==> src/rtl/regfile_pkg.sv <==
// Shared definitions for the register-file write-port controller:
// default data/address widths and the controller state encoding.
package regfile_pkg;

  localparam int RF_XLEN = 32;
  localparam int RF_AW   = 5;
  localparam int NREG    = 2 ** RF_AW;

  typedef enum logic {
    ST_CLEAR = 1'b0,
    ST_RUN   = 1'b1
  } rf_state_t;

endpackage

==> src/rtl/rr_arbiter.sv <==
// Combinational round-robin arbiter: grants the first asserted request found
// searching upward from ptr, wrapping modulo N. Produces a one-hot grant and
// its binary index.
module rr_arbiter #(
  parameter int N  = 2,
  parameter int IW = $clog2(N)
) (
  input  logic [N-1:0]  req,
  input  logic [IW-1:0] ptr,
  output logic [N-1:0]  gnt,
  output logic [IW-1:0] gnt_idx
);

  logic [IW:0] cand;
  logic        found;

  // Walk the N candidates starting at ptr and latch the first valid one.
  always_comb begin
    gnt     = '0;
    gnt_idx = '0;
    found   = 1'b0;
    cand    = '0;
    for (int k = 0; k < N; k++) begin
      cand = {1'b0, ptr} + (IW+1)'(k);
      if (cand >= (IW+1)'(N)) cand = cand - (IW+1)'(N);
      if (!found && req[cand[IW-1:0]]) begin
        found                = 1'b1;
        gnt[cand[IW-1:0]]    = 1'b1;
        gnt_idx              = cand[IW-1:0];
      end
    end
  end

endmodule

==> src/rtl/regfile_wb_ctrl.sv <==
// Write-port controller for the register file. Arbitrates NREQ writeback
// requesters round-robin onto the single registered write port. x0 writes are
// accepted but dropped.
// Optional feature macro: RF_CLEAR_EN -- after reset, sweep zeros into
// x1..x(NREG-1) before accepting requests (the regfile has no reset).
module regfile_wb_ctrl
  import regfile_pkg::*;
#(
  parameter int NREQ = 2,
  parameter int XLEN = RF_XLEN,
  parameter int AW   = RF_AW
) (
  input  logic                 clk,
  input  logic                 rst_n,
  input  logic [NREQ-1:0]      req_valid,
  output logic [NREQ-1:0]      req_ready,
  input  logic [NREQ*AW-1:0]   req_addr,
  input  logic [NREQ*XLEN-1:0] req_data,
  output logic                 rf_we,
  output logic [AW-1:0]        rf_a3,
  output logic [XLEN-1:0]      rf_wd3,
  output logic                 init_done
);

  localparam int PW = $clog2(NREQ);

`ifdef RF_CLEAR_EN
  localparam rf_state_t RESET_ST = ST_CLEAR;
  localparam logic [AW-1:0] LAST_ADDR = AW'((2 ** AW) - 1);
  logic [AW-1:0] clr_cnt_q, clr_cnt_d;
`else
  localparam rf_state_t RESET_ST = ST_RUN;
`endif

  rf_state_t         state_q, state_d;
  logic [PW-1:0]     rr_ptr_q, rr_ptr_d;
  logic              rf_we_q, rf_we_d;
  logic [AW-1:0]     rf_a3_q, rf_a3_d;
  logic [XLEN-1:0]   rf_wd3_q, rf_wd3_d;

  logic [NREQ-1:0]   gnt;
  logic [PW-1:0]     gnt_idx;
  logic              xfer;
  logic [AW-1:0]     sel_addr;
  logic [XLEN-1:0]   sel_data;

  // Requests are only eligible in RUN and out of reset.
  assign init_done = (state_q == ST_RUN) && rst_n;

  rr_arbiter #(.N(NREQ)) u_arb (
    .req     (req_valid & {NREQ{init_done}}),
    .ptr     (rr_ptr_q),
    .gnt     (gnt),
    .gnt_idx (gnt_idx)
  );

  assign req_ready = gnt;
  assign xfer      = |gnt;
  assign sel_addr  = req_addr[gnt_idx*AW +: AW];
  assign sel_data  = req_data[gnt_idx*XLEN +: XLEN];

  // Next-state: clear sweep, accepted writes, round-robin pointer advance.
  always_comb begin
    state_d  = state_q;
    rr_ptr_d = rr_ptr_q;
    rf_we_d  = 1'b0;
    rf_a3_d  = rf_a3_q;
    rf_wd3_d = rf_wd3_q;
`ifdef RF_CLEAR_EN
    clr_cnt_d = clr_cnt_q;
    if (state_q == ST_CLEAR) begin
      rf_we_d  = 1'b1;
      rf_a3_d  = clr_cnt_q;
      rf_wd3_d = '0;
      if (clr_cnt_q == LAST_ADDR) state_d = ST_RUN;
      else                        clr_cnt_d = clr_cnt_q + 1'b1;
    end
`endif
    if (xfer) begin
      // x0 is hardwired zero: the handshake completes but nothing is written.
      rf_we_d  = (sel_addr != '0);
      rf_a3_d  = sel_addr;
      rf_wd3_d = sel_data;
      rr_ptr_d = (gnt_idx == PW'(NREQ-1)) ? '0 : gnt_idx + 1'b1;
    end
  end

  // State, pointer and write-port registers with synchronous active-low reset.
  always_ff @(posedge clk) begin
    if (!rst_n) begin
      state_q  <= RESET_ST;
      rr_ptr_q <= '0;
      rf_we_q  <= 1'b0;
      rf_a3_q  <= '0;
      rf_wd3_q <= '0;
`ifdef RF_CLEAR_EN
      clr_cnt_q <= AW'(1);
`endif
    end else begin
      state_q  <= state_d;
      rr_ptr_q <= rr_ptr_d;
      rf_we_q  <= rf_we_d;
      rf_a3_q  <= rf_a3_d;
      rf_wd3_q <= rf_wd3_d;
`ifdef RF_CLEAR_EN
      clr_cnt_q <= clr_cnt_d;
`endif
    end
  end

  assign rf_we  = rf_we_q;
  assign rf_a3  = rf_a3_q;
  assign rf_wd3 = rf_wd3_q;

endmodule
==> config.mk <==
export PLATFORM = sky130hd
export DESIGN_NAME = regfile_wb_ctrl
export DESIGN_NICKNAME = d
export VERILOG_FILES = /design/src/rtl/regfile_pkg.sv /design/src/rtl/rr_arbiter.sv /design/src/rtl/regfile_wb_ctrl.sv
export SDC_FILE = /design/constraint.sdc
export NUM_CORES = 1
export LEC_CHECK = 0
export CORE_MARGIN = 2
export CORE_UTILIZATION = 30
export CTS_BUF_LIST = sky130_fd_sc_hd__clkbuf_8
export DETAILED_ROUTE_END_ITERATION = 10
export DONT_BUFFER_PORTS = 1
export GPL_TIMING_DRIVEN = 0
export PLACE_DENSITY_LB_ADDON = 0.12
export SETUP_SLACK_MARGIN = 0.5
export SLEW_MARGIN = 20
export SYNTH_ARGS = -nofsm -noshare
export SYNTH_HDL_FRONTEND = slang
export SYNTH_SLANG_ARGS = --single-unit
export TNS_END_PERCENT = 5
==> constraint.sdc <==
create_clock -name clk -period 1.2 [get_ports clk]
set_input_delay 0.24 -clock clk [delete_from_list [all_inputs] [get_ports clk]]
set_output_delay 0.24 -clock clk [all_outputs]
set_load 0.005 [all_outputs]
### Word-level counts from Yosys, hierarchy flattened

Cells that the tools add are included.

| operators by class | value |
|---|---|
| $add $sub $neg | 4 |
| multipliers | 1 |
| shift-type cells | 2 |
| order comparisons | 6 |
| bitwise logic cells | 2 |
| muxes and demuxes | 16 |
| divide/modulo/power cells | 0 |
| reductions and logical operators | 7 |
| eq/ne operators | 0 |

Operators by type and width:

| kind | number |
|---|---|
| 64-bit by 7-bit variable part select with 32-bit output | 1 |
| 1-bit two-way mux | 12 |
| 10-bit by 5-bit variable part select with 5-bit output | 1 |
| 5-bit nonzero test | 1 |
| 1-bit by 2-bit < comparator with 1-bit output (second input constant) | 2 |
| 1-bit by 3-bit multiplier with 4-bit output (second input constant) | 1 |
| 2-bit two-way mux | 2 |
| 1-bit logical AND | 3 |
| 1-bit by 1-bit adder with 2-bit output (second input constant) | 1 |
| 2-bit bitwise AND | 1 |
| 1-bit demux with 1-bit select | 2 |
| 1-bit >= comparator (second input constant) | 2 |
| 1-bit by 2-bit >= comparator with 1-bit output (second input constant) | 1 |
| 2-bit >= comparator (second input constant) | 1 |
| 2-bit bitwise OR | 1 |
| 2-bit AND reduction | 1 |
| 2-bit OR reduction | 1 |
| 1-bit subtractor (second input constant) | 2 |
| 1-bit adder (second input constant) | 1 |
| 1-bit zero test | 1 |

| storage, ports and cells | value |
|---|---|
| register bits | 39 |
| memories | 0 |
| bits in latches | 0 |
| output and inout port bits | 41 |
| input port bits | 78 |
| memory bits (writable) | 0 |
| memory bits (read-only) | 0 |

### Longest topological paths before layout

| logic depth | value |
|---|---|
| word-level depth | 11 |
| gate-level depth with buffers | 5 |
| depth with buffers taken out | 3 |

### Hierarchy

A second synthesis with hierarchy kept.

| second synthesis, totals | value |
|---|---|
| cells, all modules | 185 |
| area, all modules | 1891.8 µm² |

Modules (own cells, without submodules):

| module | sequential area each (µm²) | times used | area each (µm²) | cells each |
|---|---|---|---|---|
| regfile_wb_ctrl | 780.7 | 1 | 1861.8 | 181 |
| rr_arbiter | 0.0 | 1 | 30.0 | 4 |

### Worst setup path before layout

OpenSTA, ideal clock, no wires.

| path | value |
|---|---|
| path type | register to output |
| start | register rr_ptr_q |
| end | output req_ready[1] |
| arrival time | 0.890 ns |
| path slack | 0.070 ns |
| buffers on the path | 2 |
| cell stages (with the launch flop) | 5 |
| cell sequence | dfxtp_1 and2b_1 buf_6 buf_6 nor2_1 |

| on the way | value |
|---|---|
| longest elaborated chain between the ends | 9 |

Ends and longest elaborated chain:

| what | line | RTL |
|---|---|---|
| start, declared | regfile_wb_ctrl.sv:36 | `logic [PW-1:0] rr_ptr_q, rr_ptr_d;` |
| start signal, assigned | regfile_wb_ctrl.sv:101 | `rr_ptr_q <= rr_ptr_d;` |
| 1-bit by 1-bit adder with 2-bit output, or another cell as far along | rr_arbiter.sv:24 | `cand = {1'b0, ptr} + (IW+1)'(k);` |
| 2-bit >= comparator, or another cell as far along | rr_arbiter.sv:25 | `if (cand >= (IW+1)'(N)) cand = cand - (IW+1)'(N);` |
| 1-bit two-way mux, or another cell as far along | rr_arbiter.sv:25 |  |
| 1-bit by 2-bit < comparator with 1-bit output (implied by the code), or another cell as far along | rr_arbiter.sv:28 | `gnt[cand[IW-1:0]] = 1'b1;` |
| 1-bit logical AND (implied by the code) / 1-bit two-way mux (equally long branches) | rr_arbiter.sv:28 |  |
| 1-bit two-way mux (implied by the code) / 1-bit demux with 1-bit select (equally long branches) | n/a |  |
| 1-bit demux with 1-bit select / 2-bit two-way mux (equally long branches) | n/a |  |
| 2-bit bitwise OR (no line) | n/a |  |
| 2-bit two-way mux (*) | rr_arbiter.sv:26 | `if (!found && req[cand[IW-1:0]]) begin` |
| end, declared | regfile_wb_ctrl.sv:16 | `output logic [NREQ-1:0] req_ready,` |

Mark *: on every way between the ends. The rest lies on a longest branch, timed or not. The select of a mux whose other input is x is not followed.

### Worst setup path in the final report

Ends and elaborated chain as after synthesis.

==> results.sh <==
export IMPL_drv_cap=0
export IMPL_start_kind="flip-flop"
export IMPL_grt_pass1_vias=1922
export IMPL_synthCells=233
export IMPL_synth_top_area_cell="dfxtp_1"
export IMPL_crit_fanout=2
export IMPL_synth_ff_latch_count=39
export IMPL_syn_to_final_growth_pct=16.1
export IMPL_die_h_um=84.2
export IMPL_outcome="finished with violations"
export IMPL_initial_core_util=0.307
export IMPL_antenna_found_initial=0
export IMPL_ys_warn_count=0
export IMPL_ys_seq_area_frac=0.405
export IMPL_timing_final_ws_setup_ps=-163
export IMPL_syn_nets=311
export IMPL_gr_total_overflow=0
export IMPL_drt_antenna_violating_nets=0
export IMPL_finish_instance_area_mm2=0.00224
export IMPL_hold_buffers=0
export IMPL_first_pass_iters=5
export IMPL_rows=29
export IMPL_fin_util=0.357
export IMPL_dpl_instance_area_mm2=0.00203
export IMPL_netlist_area_leader_share=0.405
export IMPL_insertion_delay_ps=290
export IMPL_top_layer_used="met4"
export IMPL_regArea_um2=805
export IMPL_wl_um=6510
export IMPL_max_slew_margin_rel=0.624
export IMPL_yosys_top_cells_count="o21ai_1, dfxtp_1, a31oi_1"
export IMPL_diodes=0
export IMPL_die_w_um=84.2
export IMPL_async_flop_share=0
export IMPL_finalCritPeriodShare=1.14
export IMPL_synth_most_common_cell="o21ai_1"
export IMPL_rsz0062_at_grt="yes"
export IMPL_met2WireLength_um=2960
export IMPL_end_kind="output port"
export IMPL_yosys_cell_types_count=28
export IMPL_hold_ws_ps=87.2
export IMPL_via_per_inst=5.88
export IMPL_required_ps=960
export IMPL_fin_tns_setup_ps=-1720
export IMPL_fill_cells=688
export IMPL_core_area_mm2=0.00628
export IMPL_drc=0
export IMPL_final_nets=322
export IMPL_cts_buffer_depth=2
export IMPL_leakagePower_nw=0.757
export IMPL_hold_class="input port to flip-flop"
export IMPL_max_vdd_ir_drop_v=0.000500
export IMPL_finClkSkew_ps=9.95
export IMPL_layout_min_cycle_time_ps=1360
export IMPL_fmax_ghz=0.734
export IMPL_clk_pin_slew_ps=80
export IMPL_drv_slew=0
export IMPL_syn_area_mm2=0.00193
export IMPL_clock_sinks=39
export IMPL_io_pins=119
export IMPL_grt_pass1_wl_um=10300
export IMPL_multi_input_area_um2=936
export IMPL_routedWlPerCell_um=20.3
export IMPL_setup_viol=22
export IMPL_drt_iter0_markers=68
export IMPL_finalHoldViolCount=0
export IMPL_htree_levels=2
export IMPL_drive_gt1_frac=0.262
export IMPL_synth_ff_type="dfxtp_1"
export IMPL_syn_avg_cell_area_um2=8.28
export IMPL_worstSetupPathType="flip-flop to output port"
export IMPL_grtUsageTotal=0.184
export IMPL_grt_max_degree=12
export IMPL_synth_area_leaders="dfxtp_1, o21ai_1, a31oi_1"
export IMPL_cts_tree="yes"
export IMPL_numPortBuffers=0
export IMPL_dieArea_mm2=0.00709
export IMPL_gp_congestion=0.737
export IMPL_dp_hpwl_um=4410
export IMPL_arrival_ps=1120
export IMPL_drt_met1_wl_um=2890
export IMPL_power_density_mw_per_mm2=1310
export IMPL_numCtsBuffers=5
export IMPL_cts_root_buf="clkbuf_8"
export IMPL_synth_edff_count=0
export IMPL_tightest_slew_ps=564
export IMPL_violations="negative setup slack"
export IMPL_num_vias=1888
export IMPL_wl_met3_um=577
[kinds of logic after synthesis]
group | after synthesis | synth area share
compound gates | 113 | 0.323
flops | 39 | 0.405
simple gates | 51 | 0.142
buf+inv | 30 | 0.130
[state kept, by name, indices dropped and copies added (netlist names)]
signal / flops
rf_a3: 5
rf_wd3: 32
rf_we: 1
rr_ptr_q: 1
[cell type report]
| cell class | instances | share of cell area |
|---|---|---|
| Multi-Input combinational cell | 164 | 0.418 |
| Sequential cell | 39 | 0.359 |
| Buffer | 29 | 0.126 |
| Tap cell | 77 | 0.0430 |
| Clock buffer | 6 | 0.0369 |
| Timing Repair Buffer | 4 | 0.0134 |
| Clock inverter | 1 | 0.00223 |
| Inverter | 1 | 0.00168 |
[cell usage in the layout (no fill, tap or decap), types with 4 or more instances in the layout]
cell,instances
o21ai_1,59
buf_2,7
o21ai_2,4
nand3_1,35
buf_4,7
dfxtp_2,19
nand2_1,4
buf_6,5
clkbuf_1,6
o21ai_0,9
clkbuf_8,6
buf_12,5
dfxtp_1,20
a31oi_1,36
[per-layer routing]
layer	GRT usage	vias up
li1	-	901
met1	0.238	899
met2	0.290	82
met3	0.0649	6
met4	0.0528	0
met5	0	-
[through the flow]
| step | setup slack [ps] | power [mW] | cells |
|---|---|---|---|
| 2_1_floorplan | 105 | 1.86 | 233 |
| 3_3_place_gp | 18.0 | 1.98 | 310 |
| 3_5_place_dp | -8.13 | 1.98 | 310 |
| 4_1_cts | -178 | 2.96 | 320 |
| 5_1_grt | -214 | 3.10 | 321 |
| 6_report | -163 | 2.94 | 321 |
[worst paths after layout]
| check | from | to | slack (ps) | cells past startpoint |
|---|---|---|---|---|
| max reg2reg | rr_ptr_q | rf_wd3[16] | -120 | 6 |
| min reg2reg | rf_a3[3] | rf_a3[3] | 490 | 2 |
| min | req_data[11] | rf_wd3[11] | 90 | 2 |
| max | rr_ptr_q | req_ready[1] | -160 | 4 |
[what timing repair did]
action                     4_1_cts  5_1_grt
hold endpoints to repair         0        0
pin swaps                        4        2
buffers inserted                 3        1
setup endpoints to repair       79       79
gates resized for setup         20       22
[report_power, final]
part           leakage [nW]  internal (mW)  switching, mW
logic                 0.379          0.228          0.286
clock network        0.0470          0.452          0.482
registers             0.330           1.41         0.0810
[worst max-delay path, stage by stage (launching register included)]
cell     delay, ps
dfxtp_2        330
and2b_1        190
buf_6          120
buf_8          110
nor2_4          70
(Power assumes the default switching activity.)
